==> src/rtl/ins_boot_loader.sv <==
// ins_boot_loader
// ---------------
// Streams a program image from a valid/ready word source into instruction
// memory. It then releases the core, times the core's run, and reports the
// run length in clock cycles.
//
// Ports
//   clock, reset_n        rising-edge clock, asynchronous active-low reset
//   load_start_in         one-cycle load request (honoured in IDLE/DONE only)
//   base_pc_in            first instruction address, sampled with the request
//   word_count_in         number of words to load, sampled with the request
//   word_valid_in/ready   word stream handshake, data on word_data_in
//   ins_wr_*_out          one-word-per-cycle instruction memory write port
//   initial_pc_out        latched base address for the core
//   core_run_out          core release/enable
//   end_signal_in         core completion level
//   busy_out              high while LOAD, SETTLE or RUN
//   done_out              one-cycle pulse when the run completes
//   error_out             sticky flag for a rejected load request
//   run_cycles_out        cycles spent in RUN (saturating)
//   dbg_state_out         current FSM state encoding
//
// Handshake: a word moves on every rising edge where word_valid_in and
// word_ready_out are both high. word_ready_out depends only on the state
// (high throughout LOAD), never on word_valid_in. The source may present
// or withdraw a word on any cycle.

module ins_boot_loader #(
    parameter int MAX_WORDS     = 256,
    parameter int SETTLE_CYCLES = 2,
    parameter int CNT_W         = 32
) (
    input  logic             clock,
    input  logic             reset_n,
    input  logic             load_start_in,
    input  logic [31:0]      base_pc_in,
    input  logic [15:0]      word_count_in,
    input  logic             word_valid_in,
    input  logic [31:0]      word_data_in,
    output logic             word_ready_out,
    output logic             ins_wr_en_out,
    output logic [31:0]      ins_wr_addr_out,
    output logic [31:0]      ins_wr_data_out,
    output logic [31:0]      initial_pc_out,
    output logic             core_run_out,
    input  logic             end_signal_in,
    output logic             busy_out,
    output logic             done_out,
    output logic             error_out,
    output logic [CNT_W-1:0] run_cycles_out,
    output logic [2:0]       dbg_state_out
);

    typedef enum logic [2:0] {
        S_IDLE   = 3'd0,
        S_LOAD   = 3'd1,
        S_SETTLE = 3'd2,
        S_RUN    = 3'd3,
        S_DONE   = 3'd4
    } state_t;

    localparam logic [15:0] MAX_W16 = MAX_WORDS[15:0];
    localparam int          SW      = (SETTLE_CYCLES < 1) ? 1 : $clog2(SETTLE_CYCLES + 1);
    localparam logic [SW-1:0] SETTLE_LAST = SETTLE_CYCLES[SW-1:0];

    state_t            r_state;
    state_t            w_next_state;

    logic [31:0]       r_base;
    logic [15:0]       r_count;
    logic [15:0]       r_index;
    logic [SW-1:0]     r_settle_cnt;
    logic [CNT_W-1:0]  r_run_cycles;
    logic              r_end_seen_low;
    logic              r_wr_en;
    logic [31:0]       r_wr_addr;
    logic [31:0]       r_wr_data;
    logic              r_core_run;
    logic              r_done;
    logic              r_error;

    logic              w_start_req;
    logic              w_count_bad;
    logic              w_start_ok;
    logic              w_xfer;
    logic              w_last_word;
    logic              w_settle_done;
    logic              w_complete;

    // Requests are only looked at while the loader is not busy.
    assign w_start_req   = load_start_in && (r_state == S_IDLE || r_state == S_DONE);
    assign w_count_bad   = (word_count_in == 16'd0) || (word_count_in > MAX_W16);
    assign w_start_ok    = w_start_req && !w_count_bad;
    assign w_xfer        = (r_state == S_LOAD) && word_valid_in;
    assign w_last_word   = w_xfer && (r_index == r_count - 16'd1);
    // The first SETTLE cycle carries the final write strobe. SETTLE therefore
    // lasts SETTLE_CYCLES more cycles after that one.
    assign w_settle_done = (r_state == S_SETTLE) && (r_settle_cnt == SETTLE_LAST);
    // Only a rising edge counts as completion. The level must first be seen
    // low during RUN.
    assign w_complete    = (r_state == S_RUN) && end_signal_in && r_end_seen_low;

    // State register
    always_ff @(posedge clock or negedge reset_n) begin
        if (!reset_n) begin
            r_state <= S_IDLE;
        end else begin
            r_state <= w_next_state;
        end
    end

    // Next-state logic
    always_comb begin
        w_next_state = r_state;
        case (r_state)
            S_IDLE, S_DONE: if (w_start_ok)    w_next_state = S_LOAD;
            S_LOAD:         if (w_last_word)   w_next_state = S_SETTLE;
            S_SETTLE:       if (w_settle_done) w_next_state = S_RUN;
            S_RUN:          if (w_complete)    w_next_state = S_DONE;
            default:                           w_next_state = S_IDLE;
        endcase
    end

    // State-decoded outputs
    always_comb begin
        word_ready_out = 1'b0;
        busy_out       = 1'b0;
        dbg_state_out  = r_state;
        case (r_state)
            S_LOAD: begin
                word_ready_out = 1'b1;
                busy_out       = 1'b1;
            end
            S_SETTLE, S_RUN: busy_out = 1'b1;
            default: ;
        endcase
    end

    // Datapath and registered outputs
    always_ff @(posedge clock or negedge reset_n) begin
        if (!reset_n) begin
            r_base         <= 32'd0;
            r_count        <= 16'd0;
            r_index        <= 16'd0;
            r_settle_cnt   <= '0;
            r_run_cycles   <= '0;
            r_end_seen_low <= 1'b0;
            r_wr_en        <= 1'b0;
            r_wr_addr      <= 32'd0;
            r_wr_data      <= 32'd0;
            r_core_run     <= 1'b0;
            r_done         <= 1'b0;
            r_error        <= 1'b0;
        end else begin
            r_wr_en <= w_xfer;
            r_done  <= w_complete;

            if (w_start_ok) begin
                r_base         <= base_pc_in;
                r_count        <= word_count_in;
                r_index        <= 16'd0;
                r_error        <= 1'b0;
                r_run_cycles   <= '0;
                r_end_seen_low <= 1'b0;
            end else if (w_start_req) begin
                r_error <= 1'b1;
            end

            if (w_xfer) begin
                // The address wraps modulo 2^32 by construction.
                r_wr_addr <= r_base + {16'd0, r_index};
                r_wr_data <= word_data_in;
                r_index   <= r_index + 16'd1;
            end

            if (r_state == S_SETTLE && !w_settle_done) begin
                r_settle_cnt <= r_settle_cnt + 1'b1;
            end else begin
                r_settle_cnt <= '0;
            end

            if (w_settle_done) begin
                r_core_run <= 1'b1;
            end else if (w_complete) begin
                r_core_run <= 1'b0;
            end

            if (r_state == S_RUN) begin
                if (r_run_cycles != {CNT_W{1'b1}}) begin
                    r_run_cycles <= r_run_cycles + 1'b1;
                end
                if (!end_signal_in) begin
                    r_end_seen_low <= 1'b1;
                end
            end
        end
    end

    assign ins_wr_en_out   = r_wr_en;
    assign ins_wr_addr_out = r_wr_addr;
    assign ins_wr_data_out = r_wr_data;
    assign initial_pc_out  = r_base;
    assign core_run_out    = r_core_run;
    assign done_out        = r_done;
    assign error_out       = r_error;
    assign run_cycles_out  = r_run_cycles;

endmodule

==> config.mk <==
export PLATFORM = sky130hd
export DESIGN_NAME = ins_boot_loader
export DESIGN_NICKNAME = d
export VERILOG_FILES = /design/src/rtl/ins_boot_loader.sv
export SDC_FILE = /design/constraint.sdc
export NUM_CORES = 1
export LEC_CHECK = 0
export CAP_MARGIN = 15
export CORE_ASPECT_RATIO = 1.5
export CORE_MARGIN = 2
export CORE_UTILIZATION = 49
export DETAILED_ROUTE_END_ITERATION = 12
export PLACE_DENSITY = 0.8
export SLEW_MARGIN = 15
export SYNTH_ARGS = -nofsm -noshare
export SYNTH_HDL_FRONTEND = slang
export SYNTH_SLANG_ARGS = --single-unit
==> constraint.sdc <==
create_clock -name clock -period 3.05 [get_ports clock]
set_input_delay 0.61 -clock clock [delete_from_list [all_inputs] [get_ports clock]]
set_output_delay 0.61 -clock clock [all_outputs]
set_load 0.01 [all_outputs]
Yosys cells after proc, flatten, opt, wreduce, memory -nomap -nowiden
Cells that the tools add are included.

storage, ports and cells
  register bits = 170
  bits of input ports = 85
  output and inout port bits = 137
  logic and storage cells = 70

cells by class
  add/subtract/negate cells = 5
  $lt $le $gt $ge = 1
  equal/unequal tests = 11
  muxes and demuxes = 20
  reductions and logical operators = 20

operators by type and width
  operator                                                         number
  2-to-1 mux 32 bit                                                3
  adder 32 x 1 -> 32 bit (second input constant)                   1
  adder 32 x 16 -> 32 bit                                          1
  2-to-1 mux 16 bit                                                2
  inequality test 32 bit (second input constant)                   1
  adder 16 x 1 -> 16 bit (second input constant)                   1
  equality test 16 bit                                             1
  greater-than comparator 16 x 9 -> 1 bit (second input constant)  1
  logical NOT 16 bit                                               1
  subtractor 16 x 1 -> 16 bit (second input constant)              1
  2-to-1 mux 3 bit                                                 4
  one-hot mux 3 bit (4 select lines)                               1
  2-to-1 mux 1 bit                                                 9
  logical AND 1 bit                                                8
  inequality test 2 bit (second input constant)                    4
  equality test 3 x 2 -> 1 bit (second input constant)             2
  nonzero test 2 bit                                               3
  AND reduction 4 bit                                              1
  equality test 3 x 1 -> 1 bit (second input constant)             1
  equality test 3 bit (second input constant)                      1
  logical NOT 3 bit                                                1
  OR reduction 3 bit                                               1
  adder 2 x 1 -> 2 bit (second input constant)                     1
  equality test 2 bit (second input constant)                      1
  4 further kinds                                                  6

Logic depth before layout (Yosys ltp)
Gate-level depths: netlist (run 1).

  word-level depth = 7
  mapped depth = 10
  depth with buffers taken out = 10

Least setup slack after synthesis (run 1)
No wires, ideal clock.

  path kind = reg-to-reg
  from = reg r_count[0]
  to = reg r_state[0] (netlist: dbg_state_out[0])
  setup time = 0.119 ns
  data arrival time = 2.450 ns
  data required time = 2.931 ns
  setup slack = 0.481 ns
  stages on the path, launching flop included = 10
  period minus slack after synthesis = 2.569 ns
  cell sequence = dfrtp_1 > inv_1 > ha_1 > or4b_4 > o21ai_2 > a21oi_1 > o31a_1 > a2111o_1 > or4_1 > and2_1

between the ends
  cells in the longest elaborated chain, start to end = 5

RTL lines
  what                                    RTL line  text
  from (decl)                             70        logic [15:0] r_count;
  from (signal assigned)                  160       r_count <= word_count_in;
  subtractor 16 x 1 -> 16 bit             95        assign w_last_word = w_xfer && (r_index == r_count - 16'd1);
  equality test 16 bit                    95
  logical AND 1 bit                       95
  inequality test 2 bit (no source line)  n/a
  AND reduction 4 bit (no source line)    n/a
  to (signal assigned)                    108       r_state <= w_next_state;
  to (decl)                               66        state_t r_state;

Every way passes these cells.
A chain may end at the register's enable or synchronous reset.

Final worst setup path (run 1)
  from = reg r_base[0] (netlist: initial_pc_out[0])
  to = reg r_wr_addr[24] (netlist: ins_wr_addr_out[24])

between the ends
  cells in the longest elaborated chain, start to end = 1

RTL lines
  what                     RTL line  text
  from (decl)              69        logic [31:0] r_base;
  from (signal assigned)   159       r_base <= base_pc_in;
  adder 32 x 16 -> 32 bit  171       r_wr_addr <= r_base + {16'd0, r_index};
  to (signal assigned)     171
  to (decl)                76        logic [31:0] r_wr_addr;

Every way passes these cells.

==> impl_metrics.toml, run 1 <==
[layout]
nets = 1288
n_fill_cell = 1369
drive_above_1_share = 0.0519
num_antenna_cells = 0
stdcell_area_um2 = 11600
regArea_um2 = 4250
final_cells = 1408
multi_input_area_um2 = 4090
area_delta_synth_final_pct = 35.7
post-route-util = 0.674

[die]
fp-row-count = 59
initial_core_util = 0.497
chipWidth_um = 112
ios = 222
die_y_um = 166
dieArea_um2 = 18600
core_um2 = 17300

[logic_synthesis]
async_flop_share = 1.00
netlist_area_um2 = 8580
yosysWarnings = 0
synthDistinctLibCells = 60
synth_fp_nets = 1072
synthCells = 966
synth_seq_cells = 170
synth_edf_count = 0
synthFlopType = "dfrtp_1"
avgSynthCellArea_um2 = 8.88
seq_area_frac_synth = 0.496

[global_routing]
gr-usage-all-layers = 0.246
antenna_found_initial = 0
grt_pass1_wl_um = 37100
grt_max_degree = 107
overflow = 0
grt_pass1_vias = 7564

[placed_design]
gp_congestion = 0.925
placed_cell_area_um2 = 11100
port_buffers = 221
dpl.hpwl_um = 16400
dp.cells = 1376

[drt]
drtIter0Drc = 495
drc_errors = 0
ant_nets = 0
drt-pass1-iter-count = 5
wire_per_inst_um = 16.0
routed_wl_um = 22600
via_per_inst = 5.41
via_count = 7619

[timing]
hold_violations = 0
setup_tns_ns = 0
finalHoldWorstSlack_ns = 0.161
slew_headroom = 0.332
finalCritPeriodShare = 0.936
fin_crit_ns = 2.85
fmax_mhz = 350
report.final.slew_viol_count = 0
fin_skew_ns = 0.00789
tightest_slew_ns = 1.00
finalSetupViolations = 0
rsz0062_at_grt = "false"

[worst_setup_path]
crit_chain = "ha_1 > inv_1 > fa_1 > nand2b_1 > a21o_1 > a211oi_1 > o21ai_1 > a211oi_1 > xnor2_1 > o21ai_0"
rr_worst_depth = 10
cp-start-kind = "flip-flop"
worstSetupPathDepth = 10
critical_path_arrival_ns = 3.13
slowest_delay_ns = 0.41
end_kind = "flip-flop"
startpoint = "initial_pc_out[0]"
crit_required_ns = 3.32
cp_slowest_cell = "fa_1"
path_class = "flip-flop to flip-flop"
crit_top_cell = "a211oi_1"
crit_buf_inv = 1
cp_max_fo = 8
crit_family = "compound AO/OA/AOI/OAI gates"
r2r_start = "initial_pc_out[0]"

[clocking]
clockBufferDepth = 2
clk_latency_ns = 0.43
holdBufCountCts = 0
cts_sinks = 170
cts_root_buf = "clkbuf_16"
clk_pin_slew_worst_paths_ns = 0.07
post_cts_buffers = 0
numCtsBuffers = 17
cts_max_level = 4
tritoncts = "done"
cts.repair.resized = 0

[power_and_ir_drop]
switching_share = 0.324
power_switching_uw = 2450
cellInternalPower_uw = 5100
ir_drop_v = 0.000440
p_leak_uw = 0.00528
p_seq_frac = 0.415
p_clk_frac = 0.277
power_density_nw_per_um2 = 648
combPwrFrac = 0.309

[run]
drv_cap = 0

[min_path]
min_path_type = "primary input to async pin"

[outcome]
outcome = "completed"
[synthesized netlist by cell type, types with 2 or more instances]
| master | number | share of area |
|---|---|---|
| nor4_1 | 6 | 0.0044 |
| xor2_1 | 30 | 0.031 |
| and2_1 | 11 | 0.0080 |
| and3_1 | 21 | 0.015 |
| nand3_1 | 39 | 0.023 |
| o21bai_1 | 2 | 0.0017 |
| clkbuf_1 | 36 | 0.016 |
| o31ai_1 | 6 | 0.0053 |
| a211oi_1 | 8 | 0.0070 |
| nor3b_1 | 8 | 0.0070 |
| o211ai_1 | 6 | 0.0053 |
| buf_2 | 3 | 0.0017 |
| a21o_1 | 15 | 0.013 |
| dfrtp_1 | 170 | 0.50 |
| or4_1 | 5 | 0.0044 |
| nand2b_1 | 4 | 0.0029 |
| a31oi_1 | 10 | 0.0073 |
| a21oi_1 | 19 | 0.011 |
| nor2_1 | 50 | 0.022 |
| xnor2_1 | 35 | 0.036 |
| o21a_1 | 6 | 0.0053 |
| or3_1 | 7 | 0.0051 |
| nor3_1 | 15 | 0.0088 |
| nand2_1 | 288 | 0.13 |
| nor2b_1 | 2 | 0.0015 |
| ha_1 | 20 | 0.029 |
| a211o_1 | 2 | 0.0020 |
| a22o_1 | 2 | 0.0020 |
| a2111o_1 | 2 | 0.0026 |
| buf_1 | 2 | 0.00088 |
| mux2i_1 | 6 | 0.0070 |
| o21ai_0 | 68 | 0.040 |
| inv_1 | 18 | 0.0079 |
| nand4_1 | 14 | 0.010 |
| and4_1 | 5 | 0.0051 |
[sequential cells by signal, indices dropped and copies added (netlist names)]
name,cells
core_run_out,1
r_settle_cnt,2
run_cycles_out,32
ins_wr_en_out,1
r_count,16
r_index,16
done_out,1
ins_wr_data_out,32
ins_wr_addr_out,32
r_end_seen_low,1
error_out,1
initial_pc_out,32
dbg_state_out,3
[cell type report]
type                    count  area share
well taps                 213      0.0229
clock inverters            14      0.0119
repair buffers            240       0.206
clock buffers              18      0.0369
multi-input cells         734       0.351
inverters                  19     0.00613
flip-flops and latches    170       0.365
[power by group through the flow]
| stage | Clock, uW | Combinational, uW | Sequential [uW] |
|---|---|---|---|
| final | 2090 | 2330 | 3130 |
| after floorplan | 0 | 878 | 3290 |
| after CTS | 2140 | 2360 | 3130 |
| after detailed placement | 0 | 2340 | 3160 |
| after global routing | 2230 | 2590 | 3200 |
| after global placement | 0 | 2300 | 3140 |
[metrics by stage]
step           power [uW]  setup slack (ns)
6_report             7550             0.197
5_1_grt              8020            0.0208
4_1_cts              7620             0.211
3_5_place_dp         5510             0.218
3_3_place_gp         5440             0.297
2_1_floorplan        4160             0.481
[cells in the final DEF (no fill, tap or decap), types with 3 or more instances in the layout]
master,synthesis,final
a31oi_1,10,10
or3_1,7,7
clkbuf_16,0,17
nor2_1,50,50
buf_4,1,16
nand2_1,288,288
o211ai_1,6,6
o31ai_1,6,6
buf_12,0,3
o21ai_0,68,68
xor2_1,30,30
dfrtp_1,170,170
nand3_1,39,38
and4_1,5,5
nand2b_1,4,4
a21o_1,15,15
nand4_1,14,14
ha_1,20,20
and2_1,11,11
clkdlybuf4s50_1,0,220
inv_6,0,4
nor4_1,6,6
a21oi_1,19,19
o21a_1,6,6
mux2i_1,6,6
xnor2_1,35,35
and3_1,21,20
nor3_1,15,15
a211oi_1,8,8
clkinv_4,0,3
inv_1,18,18
or4_1,5,5
nor3b_1,8,8
[kinds of logic after synthesis]
family / count (synthesis) / synth area share
buffers and inverters: 62 / 0.0289
flip-flops: 170 / 0.496
multiplexers: 6 / 0.00700
adder cells (fa/ha/maj): 21 / 0.0315
XOR/XNOR: 65 / 0.0664
AND/OR/NAND/NOR: 484 / 0.255
AO/OA/AOI/OAI: 158 / 0.115
[metal layers]
metal | track usage | vias up | part of all wire | wire [um]
li1 | - | 3728 | - | -
met1 | 0.281 | 3629 | 0.39 | 8830
met2 | 0.446 | 223 | 0.53 | 12000
met3 | 0.0529 | 39 | 0.052 | 1170
met4 | 0.0986 | 0 | 0.026 | 598
met5 | 0 | - | 0 | 0
[final timing paths]
check / endpoint / slack, ns
setup / recovery: ins_wr_addr_out[24] / 0.20
hold / removal: ins_wr_data_out[24] / 0.16
setup reg to reg: ins_wr_addr_out[24] / 0.20
hold reg to reg: r_settle_cnt[0] / 0.45
max in group asynchronous: r_index[3] / 2.07
min in group clock: r_settle_cnt[0] / 0.45
Note: power is estimated with default switching activity, not from simulation.
==> run 2: changes to the inputs <==
--- a/config.mk
+++ b/config.mk
@@ -7,3 +7,3 @@
 export LEC_CHECK = 0
-export CAP_MARGIN = 15
+export CAP_MARGIN = 20
 export CORE_ASPECT_RATIO = 1.5
@@ -13,3 +13,3 @@
 export PLACE_DENSITY = 0.8
-export SLEW_MARGIN = 15
+export SLEW_MARGIN = 20
 export SYNTH_ARGS = -nofsm -noshare
==> constraint.sdc (replaced) <==
create_clock -name clock -period 3.05 [get_ports clock]
set_input_delay 0.4575 -clock clock [delete_from_list [all_inputs] [get_ports clock]]
set_output_delay 0.4575 -clock clock [all_outputs]
set_load 0.01 [all_outputs]
==> run 2 against run 1 <==
Compared with the run above:
- register-to-register slack about the same
- sequential share of layout area grew 0.22 points
- setup slack gained 0.0069 ns
- critical path depth down 1
- core utilization fell by 0.40 points
- largest power group unchanged
==> impl_metrics.toml, run 2 (synthesized netlist as in run 1, its figures left out) <==
[die]
chipWidth_um = 112
fp-row-count = 59
dieArea_um2 = 18600
ios = 222
initial_core_util = 0.497
core_um2 = 17300
die_y_um = 166

[power_and_ir_drop]
finalPower_uw = 7420
p_clk_frac = 0.268
switching_share = 0.323
p_seq_frac = 0.422
cellInternalPower_uw = 5020
power_switching_uw = 2400
ir_drop_v = 0.000480
p_leak_uw = 0.00524
combPwrFrac = 0.310
power_density_nw_per_um2 = 641

[worst_setup_path]
end_kind = "flip-flop"
r2r_slack_ns = 0.20
cp_max_fo = 8
cp-start-kind = "flip-flop"
slowest_delay_ns = 0.43
crit_chain = "inv_1 > ha_1 > nor4b_4 > nand3_1 > o211a_1 > o31a_1 > a2111o_1 > or4_1 > and2_1"
r2r_end = "dbg_state_out[0]"
critical_path_arrival_ns = 3.16
cp_slowest_cell = "dfrtp_1"
r2r_start = "r_count[0]"
path_class = "flip-flop to flip-flop"
crit_required_ns = 3.36
rr_worst_depth = 9

[global_routing]
gr-usage-all-layers = 0.250
overflow = 0
antenna_found_initial = 0
grt_max_degree = 107
grt_pass1_wl_um = 37700
grt_pass1_vias = 7662

[drt]
drt-pass1-iter-count = 5
wire_per_inst_um = 16.2
via_count = 7596
via_per_inst = 5.41
routed_wl_um = 22700
drtIter0Drc = 418
drc_errors = 0
ant_nets = 0

[layout]
drive_above_1_share = 0.0470
post-route-util = 0.670
n_fill_cell = 1403
area_delta_synth_final_pct = 34.9
final_cells = 1404
num_antenna_cells = 0
final_cell_mix = "nand2_1, clkdlybuf4s50_1, dfrtp_1, o21ai_0, nor2_1"
nets = 1284
layout_commonest_cell = "nand2_1"

[clocking]
clockBufferDepth = 2
cts_sinks = 170
cts_max_level = 4
post_cts_buffers = 0
clk_latency_ns = 0.42
clk_pin_slew_worst_paths_ns = 0.06
cts_root_buf = "clkbuf_16"
numCtsBuffers = 17
tritoncts = "done"

[timing]
slew_headroom = 0.350
fin_crit_ns = 2.85
finalSetupViolations = 0
rsz0062_at_grt = "false"
fmax_mhz = 351
tightest_slew_ns = 0.975
hold_violations = 0
fin_skew_ns = 0.0116
finalCritPeriodShare = 0.933
fin_ws_ns = 0.204
report.final.slew_viol_count = 0
setup_tns_ns = 0

[outcome]
outcome = "completed"

[placed_design]
gp_congestion = 0.865
dpl.hpwl_um = 16800
dp.cells = 1371
port_buffers = 221
post-place-ws_ns = 0.221

[min_path]
min_to = "r_settle_cnt[0]"
timing.hold.worst.start = "r_settle_cnt[0]"
hold_depth = 1
min_path_type = "flip-flop to flip-flop"

[run]
drv_cap = 0
[run 2: area by class of cell]
class,count,area [um2],area share
multi-input combinational,734,4090,0.353
sequential,170,4250,0.368
clock buffer,20,447,0.0386
inverter,19,71.3,0.00616
clock inverter,12,92.6,0.00800
timing repair buffer,236,2350,0.203
tap,213,267,0.0230
[run 2: worst max-delay path: cells and delay by family (launching register included)]
kind | cells | cell delay (ns)
AOI/OAI and AO/OA | 3 | 0.78
adders and majority gates | 1 | 0.31
buffers and inverters | 1 | 0.10
DFF | 1 | 0.43
and+or+nand+nor | 4 | 1.12
[run 2: what timing repair did]
action                                 in CTS  in global routing
setup endpoints to repair                   0                  0
resized for setup                           0                  0
endpoints found under the hold margin      14                  0
hold buffers                                1                  0
[run 2: worst max-delay path by stage]
stage / from / end / slack (ns) / cells past startpoint
floorplan: r_count[0] / dbg_state_out[0] / 0.48 / 9
global placement: r_count[0] / dbg_state_out[0] / 0.32 / 9
detailed placement: r_count[0] / dbg_state_out[0] / 0.22 / 9
CTS: r_count[0] / dbg_state_out[0] / 0.20 / 9
global route: r_count[0] / dbg_state_out[0] / 0.004 / 9
finish: r_count[0] / dbg_state_out[0] / 0.20 / 9
[run 2: power by group through the flow]
stage / Sequential [uW] / Clock [uW] / Combinational (uW)
3_5_place_dp: 3160 / 0 / 2320
4_1_cts: 3130 / 2030 / 2330
5_1_grt: 3200 / 2130 / 2550
2_1_floorplan: 3290 / 0 / 878
3_3_place_gp: 3140 / 0 / 2280
6_report: 3130 / 1990 / 2300
[run 2: layer usage]
layer  GRT usage  vias to the layer above  routed length, um
li1            -                     3712                  -
met1       0.277                     3644               8710
met2       0.466                      208              12300
met3      0.0602                       32               1220
met4      0.0832                        0                476
met5           0                        -                  0
[run 2: through the flow]
stage / area [um2] / hold slack [ns]
3_5_place_dp: 11000 / 0.428
5_1_grt: 11600 / 0.445
6_report: 11600 / 0.435
2_1_floorplan: 8580 / 0.162
4_1_cts: 11600 / 0.436
3_3_place_gp: 11000 / 0.425
==> run 3: changes to the inputs <==
Settings changed: ABC_CLOCK_PERIOD_IN_PS from default to 3050, TNS_END_PERCENT from default to 5.
==> results of run 3 <==
Final layout, timing and power as in run 2 (identical DEF).
